### src/rtl/ifu_fetch_unit.sv
// Instruction fetch unit: sequential PC generation, one outstanding memory request,
// valid/ready delivery to IDU with control-hazard redirect and wrong-path flush.
module ifu_fetch_unit #(
  parameter logic [31:0] RESET_PC = 32'h3000_0000,
  parameter logic [31:0] PC_STEP  = 32'd4
) (
  input  logic        clock,
  input  logic        reset,
  output logic        mem_req_valid,
  input  logic        mem_req_ready,
  output logic [31:0] mem_req_addr,
  input  logic        mem_rsp_valid,
  input  logic [31:0] mem_rsp_data,
  input  logic        mem_rsp_err,
  output logic        ifu_valid,
  input  logic        ifu_ready,
  output logic [31:0] inst,
  output logic [31:0] ifu_to_idu_pc,
  output logic [63:0] num,
  input  logic        control_hazard,
  input  logic [31:0] branch_target_pc,
  output logic        fetch_err,
  output logic [31:0] fetch_count,
  output logic [31:0] flush_count
);

  // state | meaning
  // REQ   | presenting a fetch request at pc
  // WAIT  | request accepted, waiting for the single response
  // HOLD  | instruction presented to IDU until handshake or redirect
  // HALT  | bus error seen; only reset leaves
  localparam logic [1:0] ST_REQ  = 2'd0;
  localparam logic [1:0] ST_WAIT = 2'd1;
  localparam logic [1:0] ST_HOLD = 2'd2;
  localparam logic [1:0] ST_HALT = 2'd3;

  logic [1:0]  state_q, state_d;
  logic [31:0] pc_q, pc_d;
  logic [31:0] inst_q, inst_d;
  logic [31:0] ipc_q, ipc_d;
  logic [63:0] num_q, num_d;
  logic        drop_q, drop_d;
  logic        err_q, err_d;
  logic [31:0] fcnt_q, fcnt_d;
  logic [31:0] flcnt_q, flcnt_d;
  logic        redirect;

  assign redirect      = control_hazard && (state_q != ST_HALT);
  assign mem_req_valid = (state_q == ST_REQ);
  assign mem_req_addr  = pc_q;
  assign ifu_valid     = (state_q == ST_HOLD) && !control_hazard;
  assign inst          = inst_q;
  assign ifu_to_idu_pc = ipc_q;
  assign num           = num_q;
  assign fetch_err     = err_q;
  assign fetch_count   = fcnt_q;
  assign flush_count   = flcnt_q;

  always_comb begin
    state_d = state_q;
    pc_d    = pc_q;
    inst_d  = inst_q;
    ipc_d   = ipc_q;
    num_d   = num_q;
    drop_d  = drop_q;
    err_d   = err_q;
    fcnt_d  = fcnt_q;
    flcnt_d = flcnt_q;
    case (state_q)
      ST_REQ: begin
        // A redirect coinciding with accept still sends the old address; its response is dropped.
        if (mem_req_ready) begin
          state_d = ST_WAIT;
          drop_d  = redirect;
        end
      end
      ST_WAIT: begin
        if (mem_rsp_valid) begin
          if (drop_q || redirect) begin
            drop_d  = 1'b0;
            state_d = ST_REQ;
          end else if (mem_rsp_err) begin
            err_d   = 1'b1;
            state_d = ST_HALT;
          end else begin
            inst_d  = mem_rsp_data;
            ipc_d   = pc_q;
            num_d   = num_q + 64'd1;
            state_d = ST_HOLD;
          end
        end else if (redirect) begin
          drop_d = 1'b1;
        end
      end
      ST_HOLD: begin
        if (redirect) begin
          state_d = ST_REQ;
        end else if (ifu_ready) begin
          pc_d    = pc_q + PC_STEP;
          fcnt_d  = fcnt_q + 32'd1;
          state_d = ST_REQ;
        end
      end
      default: begin
        state_d = ST_HALT;
      end
    endcase
    if (redirect) begin
      pc_d    = branch_target_pc;
      flcnt_d = flcnt_q + 32'd1;
    end
  end

  always_ff @(posedge clock or posedge reset) begin
    if (reset) begin
      state_q <= ST_REQ;
      pc_q    <= RESET_PC;
      inst_q  <= 32'd0;
      ipc_q   <= 32'd0;
      num_q   <= 64'd0;
      drop_q  <= 1'b0;
      err_q   <= 1'b0;
      fcnt_q  <= 32'd0;
      flcnt_q <= 32'd0;
    end else begin
      state_q <= state_d;
      pc_q    <= pc_d;
      inst_q  <= inst_d;
      ipc_q   <= ipc_d;
      num_q   <= num_d;
      drop_q  <= drop_d;
      err_q   <= err_d;
      fcnt_q  <= fcnt_d;
      flcnt_q <= flcnt_d;
    end
  end

endmodule

### config.mk
export PLATFORM = sky130hd
export DESIGN_NAME = ifu_fetch_unit
export DESIGN_NICKNAME = d
export VERILOG_FILES = /design/src/rtl/ifu_fetch_unit.sv
export SDC_FILE = /design/constraint.sdc
export NUM_CORES = 1
export LEC_CHECK = 0
export ABC_AREA = 1
export BUFFER_PORTS_ARGS = -buffer_cell sky130_fd_sc_hd__buf_2
export CAP_MARGIN = 20
export CORE_UTILIZATION = 29
export DETAILED_ROUTE_END_ITERATION = 10
export SKIP_LAST_GASP = 1
export SYNTH_ARGS = -nofsm -noshare
export SYNTH_HDL_FRONTEND = slang
export SYNTH_SLANG_ARGS = --single-unit
export TNS_END_PERCENT = 1
### constraint.sdc
create_clock -name clock -period 13.8 [get_ports clock]
set_input_delay 2.76 -clock clock [delete_from_list [all_inputs] [get_ports clock]]
set_output_delay 2.76 -clock clock [all_outputs]
set_load 0.05 [all_outputs]
==> results of run 1 <==
-- how the worst max path moves through the flow --
stage                         startpoint                 end  slack [ps]  cells after the start
final                     control_hazard           ifu_valid        7690                      3
after global routing      control_hazard           ifu_valid        7640                      3
after detailed placement  control_hazard           ifu_valid        7680                      3
after floorplan                    reset  drop_q$_DFFE_PP0P_        4800                      1
after CTS                 control_hazard           ifu_valid        7680                      3
after global placement    control_hazard           ifu_valid        7670                      3
-- worst max-delay path, delay by kind of cell --
kind          cells  cell delay, ps
buf+inv           2             420
simple gates      1             170
-- routing by layer --
metal,vias up,share of wire,global-route usage
met4,0,0.033,0.0679
met5,-,0,0
li1,5395,-,-
met3,66,0.060,0.0292
met2,324,0.45,0.279
met1,5102,0.46,0.230
-- flip-flops by register name (all words and copies together) (netlist names) --
register / count
drop_q: 1
fetch_count: 32
fetch_err: 1
flush_count: 32
ifu_to_idu_pc: 32
inst: 32
mem_req_addr: 32
num: 64
state_q: 2
-- cell usage in the layout, fill, tap and decap left out, drive strengths merged --
cell,n
nand2,555
buf,302
dfrtp,226
nor2,183
inv,165
nand3,88
xor2,63
o21ai,53
nor3,38
clkbuf,38
xnor2,37
nand4,34
o21bai,12
nand3b,8
o211ai,8
clkinv,8
a21oi,7
o22ai,4
ha,4
a31oi,2
o221ai,2
a22o,2
bufinv,2
dfstp,2
diode,1
or2,1
and2,1
and3,1
a2bb2oi,1
-- through the flow --
step                       util  power [mW]  hold WS, ps
final                     0.368        2.63          466
after global routing      0.368        2.77          484
after CTS                 0.368        2.66          467
after detailed placement  0.347        1.94          454
after global placement    0.346        1.92          448
after floorplan               -        1.66          503
-- power by group --
| group | internal (mW) | leakage, nW | total (mW) | switching, mW |
|---|---|---|---|---|
| logic | 0.208 | 4.23 | 0.982 | 0.774 |
| registers | 0.812 | 2.93 | 0.936 | 0.124 |
| clock network | 0.413 | 0.428 | 0.710 | 0.296 |
-- cell type report --
cell class	count	area [sq um]
diodes	1	2.50
clock buffers	38	747
clock inverters	11	113
fillers	4171	25200
inverters	164	623
multi-input cells	1104	5280
flip-flops and latches	228	5710
well taps	525	657
repair buffers	302	1540
-- kinds of logic after synthesis --
group | after synthesis | share of synthesized area
buffers and inverters | 192 | 0.0647
adder cells (fa/ha/maj) | 4 | 0.00426
AO/OA/AOI/OAI | 91 | 0.0453
AND/OR/NAND/NOR | 909 | 0.325
XOR/XNOR | 100 | 0.0746
flip-flops | 228 | 0.486
-- synth_stat cells (all sizes together) (7+ instances only) --
cell | n | share of area
nand2 | 555 | 0.18
dfrtp | 226 | 0.48
nor2 | 183 | 0.065
inv | 164 | 0.052
nand3 | 88 | 0.039
xor2 | 63 | 0.047
o21ai | 53 | 0.023
nor3 | 38 | 0.017
xnor2 | 37 | 0.028
nand4 | 34 | 0.018
buf | 19 | 0.0094
o21bai | 12 | 0.0077
clkbuf | 9 | 0.0029
nand3b | 8 | 0.0051
o211ai | 8 | 0.0051
a21oi | 7 | 0.0030
==> results.py, run 1 <==
metrics = {
    "setup_path": {
        "crit_path_end_kind": "output port",
        "r2r.worst_path.cells": 8,
        "worst_path_largest_cell_delay_ps": 290,
        "arrival_worst_endpoint_ps": 3350,
        "timing.critical_path.mode_cell": "sky130_fd_sc_hd__buf_2",
        "cp_max_fo": 3,
        "setup.reg_to_reg.worst_slack_ps": 10990,
        "timing.critical_path.cells": "buf_2, nor2_1, buf_2",
        "critical_path_class": "in2out",
        "cpMaxStageDelayCell": "sky130_fd_sc_hd__buf_2",
        "critPathLaunchType": "input port",
        "worstReg2RegStart": "state_q[1]$_DFFE_PP0P_",
        "critical_path.reg2reg.endpoint": "num[40]$_DFFE_PP0P_",
        "timing.critical_path.required_ps": 11040,
    },
    "finish": {
        "final_layout_size_suffix_gt1_frac": 0.204,
        "layoutNonFillerInstCount": 2373,
        "final_nets": 1902,
        "design_area_sq_um": 14700,
        "synthToLayoutAreaGrowth_pct": 25.0,
    },
    "synth": {
        "yosys_register_bits": 228,
        "post_synth.cell_area_avg_sq_um": 7.70,
        "synth_area_sq_um": 11700,
        "synth_warnings": 0,
        "net_count_after_synthesis": 1599,
        "synth_enable_flop_cells": 0,
        "postSynthCellCount": 1524,
        "synth.yosys.seq_area_share": 0.486,
        "asr_flop_ratio_synth": 1.00,
        "post_synth_num_cell_types": 38,
        "postSynth.topFlopCell": "sky130_fd_sc_hd__dfrtp_1",
    },
    "floorplan": {
        "cell_rows": 73,
        "start_util": 0.295,
        "floorplan.die_area_sq_um": 41300,
        "core_area_sq_um": 39800,
        "io_pins": 298,
        "floorplan.die.height_um": 203,
        "width_of_the_chip_um": 203,
    },
    "global_route": {
        "grt_overflow_total": 0,
        "first_global_vias": 10600,
        "track_usage": 0.173,
        "pin_count_of_the_biggest_net_entering_global_routing": 102,
        "grt_pass1_wl_mm": 57.3,
        "grt_antenna_before_repair": 1,
    },
    "pwr": {
        "power.density_nw_per_um2": 179,
        "max_rail_drop_vdd_mv": 0.0936,
        "total_leakage_power_nw": 7.58,
    },
    "clock_tree": {
        "htree_num_levels": 1,
        "clockRootBuffer": "sky130_fd_sc_hd__clkbuf_16",
        "worst_setup_hold_path_clk_slew_ps": 60,
        "cts.sink_count": 228,
        "post_cts_resized": 0,
        "post-cts-setup-buffer-count": 0,
        "cts_tree": "done",
        "hold_buffer_count_at_cts": 0,
        "tritoncts.num_buffers": 27,
        "cts_buffer_depth": 3,
        "insertion_delay_ps": 570,
    },
    "place": {
        "routabilityCongestion": 0.893,
        "placement.setup.worst_slack_ps": 7680,
        "port_buffers": 297,
        "place_hpwl_mm": 26.7,
        "placed_cells_incl_taps": 2323,
        "dpl_cell_area_sq_um": 13800,
    },
    "sta": {
        "final_period_minus_worst_setup_slack_ps": 6110,
        "rsz0062_at_grt": "no",
        "achievable-frequency_mhz": 164,
        "final.period_utilization": 0.443,
        "finalSetupTns_ps": 0,
        "worst_max_slew_margin_expressed_relative_to_the_limit": 0.325,
        "setup_violations": 0,
        "clock-skew-final_ps": 20.9,
        "max_slew.worst_pin.slew_ps": 1010,
        "slew_violations": 0,
        "min_setup_slack_post_route_ps": 7690,
        "hold_viol_final": 0,
    },
    "hold_path": {
        "hold_path.startpoint": "inst[30]$_DFFE_PP0P_",
        "worst_hold_path_type": "reg2reg",
        "min_delay_worst_endpoint": "inst[30]$_DFFE_PP0P_",
        "worst_hold_stages": 2,
    },
    "detailed_routing": {
        "routedWlPerCell_um": 15.1,
        "route.detailed.drc": 0,
        "drt_pre_antenna_iters": 6,
        "avgViaCountPerCell": 4.59,
        "totalWireLength_mm": 35.9,
        "ant_nets": 0,
        "routed-via-count": 10900,
        "detail_route.iter0.violations": 668,
    },
    "job": {
        "drv_cap": 0,
    },
    "outcome": {
        "run_status": "complete, no violations",
    },
}
Note: power is estimated with default switching activity, not from simulation.
==> run 2: changes to the inputs <==
- clock period: 13.8 -> 6.3 ns (I/O delays scaled with it)
==> results.py, run 2 (same netlist as run 1, synthesis figures left out) <==
metrics = {
    "outcome": {
        "run_status": "complete, no violations",
    },
    "setup_path": {
        "timing.critical_path.mode_cell": "sky130_fd_sc_hd__buf_2",
        "setup.reg_to_reg.worst_slack_ps": 3570,
        "critical_path.reg2reg.endpoint": "num[48]$_DFFE_PP0P_",
        "cp-startpoint": "control_hazard",
        "critPathLaunchType": "input port",
        "crit_path_end_kind": "output port",
        "timing.critical_path.required_ps": 5040,
        "worstReg2RegStart": "state_q[1]$_DFFE_PP0P_",
        "timing.critical_path.cells": "buf_2, nor2_1, buf_2",
        "worst-path-stages": 3,
        "worst_path_largest_cell_delay_ps": 320,
        "cp_max_fo": 3,
        "crit_family": "buffers and inverters",
        "path_buf_inv": 2,
        "arrival_worst_endpoint_ps": 1870,
        "capture_point_of_the_worst_path": "ifu_valid",
        "cpMaxStageDelayCell": "sky130_fd_sc_hd__buf_2",
        "critical_path_class": "in2out",
        "r2r.worst_path.cells": 10,
    },
    "sta": {
        "max_slew.worst_pin.slew_ps": 1040,
        "clock-skew-final_ps": 10.6,
        "hold_viol_final": 0,
        "worst_max_slew_margin_expressed_relative_to_the_limit": 0.308,
        "setup_violations": 0,
        "slew_violations": 0,
        "achievable-frequency_mhz": 320,
        "final_period_minus_worst_setup_slack_ps": 3130,
        "rsz0062_at_grt": "no",
        "final.hold.worst_slack_ps": 466,
        "finalSetupTns_ps": 0,
        "final.period_utilization": 0.497,
    },
    "detailed_routing": {
        "ant_nets": 0,
        "drt_pre_antenna_iters": 5,
        "avgViaCountPerCell": 4.60,
        "routed-via-count": 10900,
        "totalWireLength_mm": 36.1,
        "routedWlPerCell_um": 15.2,
        "route.detailed.drc": 0,
        "detail_route.iter0.violations": 782,
    },
    "clock_tree": {
        "htree_num_levels": 1,
        "cts_tree": "done",
        "worst_setup_hold_path_clk_slew_ps": 60,
        "post-cts-setup-buffer-count": 0,
        "post_cts_resized": 0,
        "cts_buffer_depth": 3,
        "hold_buffer_count_at_cts": 0,
        "cts.sink_count": 228,
        "insertion_delay_ps": 550,
        "clockRootBuffer": "sky130_fd_sc_hd__clkbuf_16",
        "tritoncts.num_buffers": 28,
    },
    "global_route": {
        "grt_pass1_wl_mm": 57.5,
        "first_global_vias": 10600,
        "pin_count_of_the_biggest_net_entering_global_routing": 134,
        "grt_overflow_total": 0,
        "track_usage": 0.174,
        "grt_antenna_before_repair": 5,
    },
    "pwr": {
        "max_rail_drop_vdd_mv": 0.194,
        "power.density_nw_per_um2": 397,
        "total_leakage_power_nw": 7.60,
    },
    "finish": {
        "mostFrequentLayoutCells": "sky130_fd_sc_hd__nand2_1, sky130_fd_sc_hd__buf_2, sky130_fd_sc_hd__dfrtp_1, sky130_fd_sc_hd__nor2_1, sky130_fd_sc_hd__inv_1",
        "area.sequential_sq_um": 5710,
        "layout.cells.most_common": "sky130_fd_sc_hd__nand2_1",
        "multi_input_area_sq_um": 5280,
        "final_layout_size_suffix_gt1_frac": 0.206,
        "synthToLayoutAreaGrowth_pct": 25.5,
        "final_nets": 1902,
        "num-fill-cells": 4176,
        "largest_register_ffs": 64,
    },
    "floorplan": {
        "floorplan.die.height_um": 203,
        "width_of_the_chip_um": 203,
        "floorplan.die_area_sq_um": 41300,
        "cell_rows": 73,
        "core_area_sq_um": 39800,
        "io_pins": 298,
        "start_util": 0.295,
    },
    "place": {
        "place_hpwl_mm": 27.2,
        "port_buffers": 297,
        "routabilityCongestion": 0.939,
    },
    "hold_path": {
        "worst_hold_path_type": "reg2reg",
    },
    "job": {
        "drv_cap": 0,
    },
}
## run 2: tightest hold or removal path, delay by kind of cell, from the launching register on
family / cells / cell delay [ps]
and+or+nand+nor: 2 / 100
DFF: 1 / 330
## run 2: layer usage
| metal | up-vias | share of wire | wire [um] | track usage |
|---|---|---|---|---|
| li1 | 5394 | - | - | - |
| met3 | 75 | 0.064 | 2300 | 0.0347 |
| met4 | 4 | 0.036 | 1310 | 0.0650 |
| met5 | - | 0.00064 | 23 | 0 |
| met2 | 340 | 0.44 | 16000 | 0.276 |
| met1 | 5113 | 0.45 | 16400 | 0.232 |
## run 2: layout make-up
type,instances,area share
sequential,228,0.387
multi-input combinational,1104,0.358
antenna,3,0.000510
clock inverter,12,0.00807
clock buffer,39,0.0552
timing repair buffer,301,0.104
inverter,164,0.0420
tap,525,0.0446
## run 2: through the flow
stage	util	worst slack (ps)	std cells	cell area, sq um	power [mW]
2_1_floorplan	-	2060	1524	11700	3.64
3_3_place_gp	0.346	2720	2322	13800	4.23
3_5_place_dp	0.346	2640	2322	13800	4.25
4_1_cts	0.370	3160	2373	14700	5.91
5_1_grt	0.370	2960	2376	14700	6.14
6_report	0.370	3170	2376	14700	5.84
## run 2: worst min path at each step
stage                               startpoint                   end  slack (ps)  depth (start not counted)
final                     inst[16]$_DFFE_PP0P_  inst[16]$_DFFE_PP0P_         470                          2
after global routing      inst[25]$_DFFE_PP0P_  inst[25]$_DFFE_PP0P_         490                          2
after CTS                 inst[28]$_DFFE_PP0P_  inst[28]$_DFFE_PP0P_         470                          2
after floorplan             drop_q$_DFFE_PP0P_    drop_q$_DFFE_PP0P_         500                          2
after detailed placement  inst[28]$_DFFE_PP0P_  inst[28]$_DFFE_PP0P_         450                          2
after global placement    inst[14]$_DFFE_PP0P_  inst[14]$_DFFE_PP0P_         450                          2
## run 2: power by group
part	internal [mW]	leakage [nW]	switching, mW
Clock	0.979	0.459	0.648
Combinational	0.454	4.21	1.70
Sequential	1.78	2.93	0.285
==> run 3: changes to the inputs <==
- clock period: 6.3 -> 2.5 ns (I/O delays scaled with it)
==> results.py, run 3 (same netlist as run 1, synthesis figures left out) <==
metrics = {
    "outcome": {
        "run_status": "complete, no violations",
    },
    "sta": {
        "achievable-frequency_mhz": 455,
        "rsz0062_at_grt": "no",
        "hold_viol_final": 0,
        "min_setup_slack_post_route_ps": 303,
        "final.hold.worst_slack_ps": 153,
        "max_slew.worst_pin.slew_ps": 590,
        "slew_violations": 0,
        "setup_violations": 0,
        "clock-skew-final_ps": 9.74,
        "worst_max_slew_margin_expressed_relative_to_the_limit": 0.607,
        "final.period_utilization": 0.879,
        "final_period_minus_worst_setup_slack_ps": 2200,
    },
    "finish": {
        "design_area_sq_um": 15000,
        "layoutNonFillerInstCount": 2388,
        "final_layout_size_suffix_gt1_frac": 0.212,
        "final_nets": 1916,
        "num-fill-cells": 4155,
        "layout.cells.most_common": "sky130_fd_sc_hd__nand2_1",
        "mostFrequentLayoutCells": "sky130_fd_sc_hd__nand2_1, sky130_fd_sc_hd__buf_2, sky130_fd_sc_hd__dfrtp_1, sky130_fd_sc_hd__nor2_1, sky130_fd_sc_hd__inv_1",
        "postLayoutCoreUtil": 0.376,
        "synthToLayoutAreaGrowth_pct": 27.5,
        "multi_input_area_sq_um": 5280,
        "area.sequential_sq_um": 5710,
        "largest_register_ffs": 64,
    },
    "floorplan": {
        "floorplan.die_area_sq_um": 41300,
        "start_util": 0.295,
        "cell_rows": 73,
        "core_area_sq_um": 39800,
        "width_of_the_chip_um": 203,
        "floorplan.die.height_um": 203,
        "io_pins": 298,
    },
    "detailed_routing": {
        "detail_route.iter0.violations": 730,
        "avgViaCountPerCell": 4.62,
        "ant_nets": 0,
        "routedWlPerCell_um": 15.2,
        "drt_pre_antenna_iters": 5,
        "totalWireLength_mm": 36.3,
        "routed-via-count": 11000,
        "route.detailed.drc": 0,
    },
    "clock_tree": {
        "insertion_delay_ps": 550,
        "hold_buffer_count_at_cts": 1,
        "tritoncts.num_buffers": 28,
        "post-cts-setup-buffer-count": 0,
        "worst_setup_hold_path_clk_slew_ps": 60,
        "clockRootBuffer": "sky130_fd_sc_hd__clkbuf_16",
        "cts.sink_count": 228,
        "cts_buffer_depth": 3,
        "post_cts_resized": 0,
        "cts_tree": "done",
        "htree_num_levels": 1,
    },
    "hold_path": {
        "min_delay_worst_endpoint": "inst[29]$_DFFE_PP0P_",
        "hold_path.startpoint": "mem_rsp_data[29]",
        "worst_hold_path_type": "in2reg",
        "worst_hold_stages": 3,
    },
    "place": {
        "routabilityCongestion": 0.919,
        "dpl_cell_area_sq_um": 13900,
        "place_hpwl_mm": 27.7,
        "placed_cells_incl_taps": 2335,
        "placement.setup.worst_slack_ps": 284,
        "port_buffers": 297,
    },
    "setup_path": {
        "cp_max_fo": 6,
        "critical_path_class": "reg2reg",
        "cpMaxStageDelayCell": "sky130_fd_sc_hd__dfrtp_1",
        "timing.critical_path.required_ps": 2940,
        "critPathLaunchType": "flop",
        "worstReg2RegStart": "flush_count[1]$_DFFE_PP0P_",
        "r2r.worst_path.cells": 10,
        "critical_path.reg2reg.endpoint": "flush_count[26]$_DFFE_PP0P_",
        "crit_path_end_kind": "flop",
        "timing.critical_path.cells": "ha_1, nand3_1, nor2_2, nand2_1, nor2_4, nand3_1, nor2_2, nand2_1, nand2_1, nand2_1",
        "setup.reg_to_reg.worst_slack_ps": 300,
        "timing.critical_path.mode_cell": "sky130_fd_sc_hd__nand2_1",
        "worst_path_largest_cell_delay_ps": 430,
        "arrival_worst_endpoint_ps": 2640,
    },
    "global_route": {
        "grt_pass1_wl_mm": 58.3,
        "groute.layer.met3.usage": 0.0278,
        "grt_antenna_before_repair": 1,
        "first_global_vias": 10700,
        "track_usage": 0.176,
        "globalRouteMet1Util": 0.236,
        "pin_count_of_the_biggest_net_entering_global_routing": 104,
        "grt_busiest_layer": "met2",
        "grt_overflow_total": 0,
        "grtUsageMet2": 0.287,
    },
    "pwr": {
        "p_int_mw": 8.46,
        "power.density_nw_per_um2": 1010,
        "p_clk_frac": 0.293,
        "p_sw_frac": 0.440,
        "p_sw_mw": 6.64,
        "total_leakage_power_nw": 7.73,
        "sequentialPowerShare": 0.344,
        "max_rail_drop_vdd_mv": 0.664,
        "power_frac_comb": 0.363,
    },
    "job": {
        "drv_cap": 0,
    },
}
## run 3: final cells by class
cell class,count,share of cell area
repair buffers,315,0.113
inverters,164,0.0414
clock buffers,39,0.0550
clock inverters,12,0.0125
flip-flops and latches,228,0.381
diodes,1,0.000167
multi-input cells,1104,0.353
well taps,525,0.0439
## run 3: how the worst max path moves through the flow
| stage | slack (ps) | from | endpoint |
|---|---|---|---|
| floorplan | -980 | reset | drop_q$_DFFE_PP0P_ |
| global placement | 240 | flush_count[1]$_DFFE_PP0P_ | flush_count[26]$_DFFE_PP0P_ |
| detailed placement | 280 | flush_count[1]$_DFFE_PP0P_ | flush_count[26]$_DFFE_PP0P_ |
| CTS | 250 | flush_count[1]$_DFFE_PP0P_ | flush_count[26]$_DFFE_PP0P_ |
| global route | 150 | flush_count[1]$_DFFE_PP0P_ | flush_count[26]$_DFFE_PP0P_ |
| finish | 300 | flush_count[1]$_DFFE_PP0P_ | flush_count[26]$_DFFE_PP0P_ |
## run 3: routing by layer
layer | up-vias | share of wire
met5 | - | 0
met4 | 0 | 0.027
li1 | 5429 | -
met1 | 5215 | 0.46
met2 | 340 | 0.46
met3 | 56 | 0.059
## run 3: power by group through the flow
stage	combinational, mW	clock, mW	sequential [mW]
2_1_floorplan	1.38	0	7.80
3_3_place_gp	5.46	0	5.22
3_5_place_dp	5.52	0	5.24
4_1_cts	5.53	4.53	5.19
5_1_grt	5.87	4.69	5.30
6_report	5.48	4.43	5.19
## run 3: metrics by stage
stage               setup TNS, ps  power [mW]
detailed placement              0        10.8
global placement                0        10.7
CTS                             0        15.2
global route                    0        15.8
floorplan                 -221520        9.18
finish                          0        15.1
## run 3: critical path: cells and delay by family, from the launching register on
family	cells	cell delay (ps)
adder cells (fa/ha/maj)	1	230
AND/OR/NAND/NOR	9	1420
flip-flops	1	430
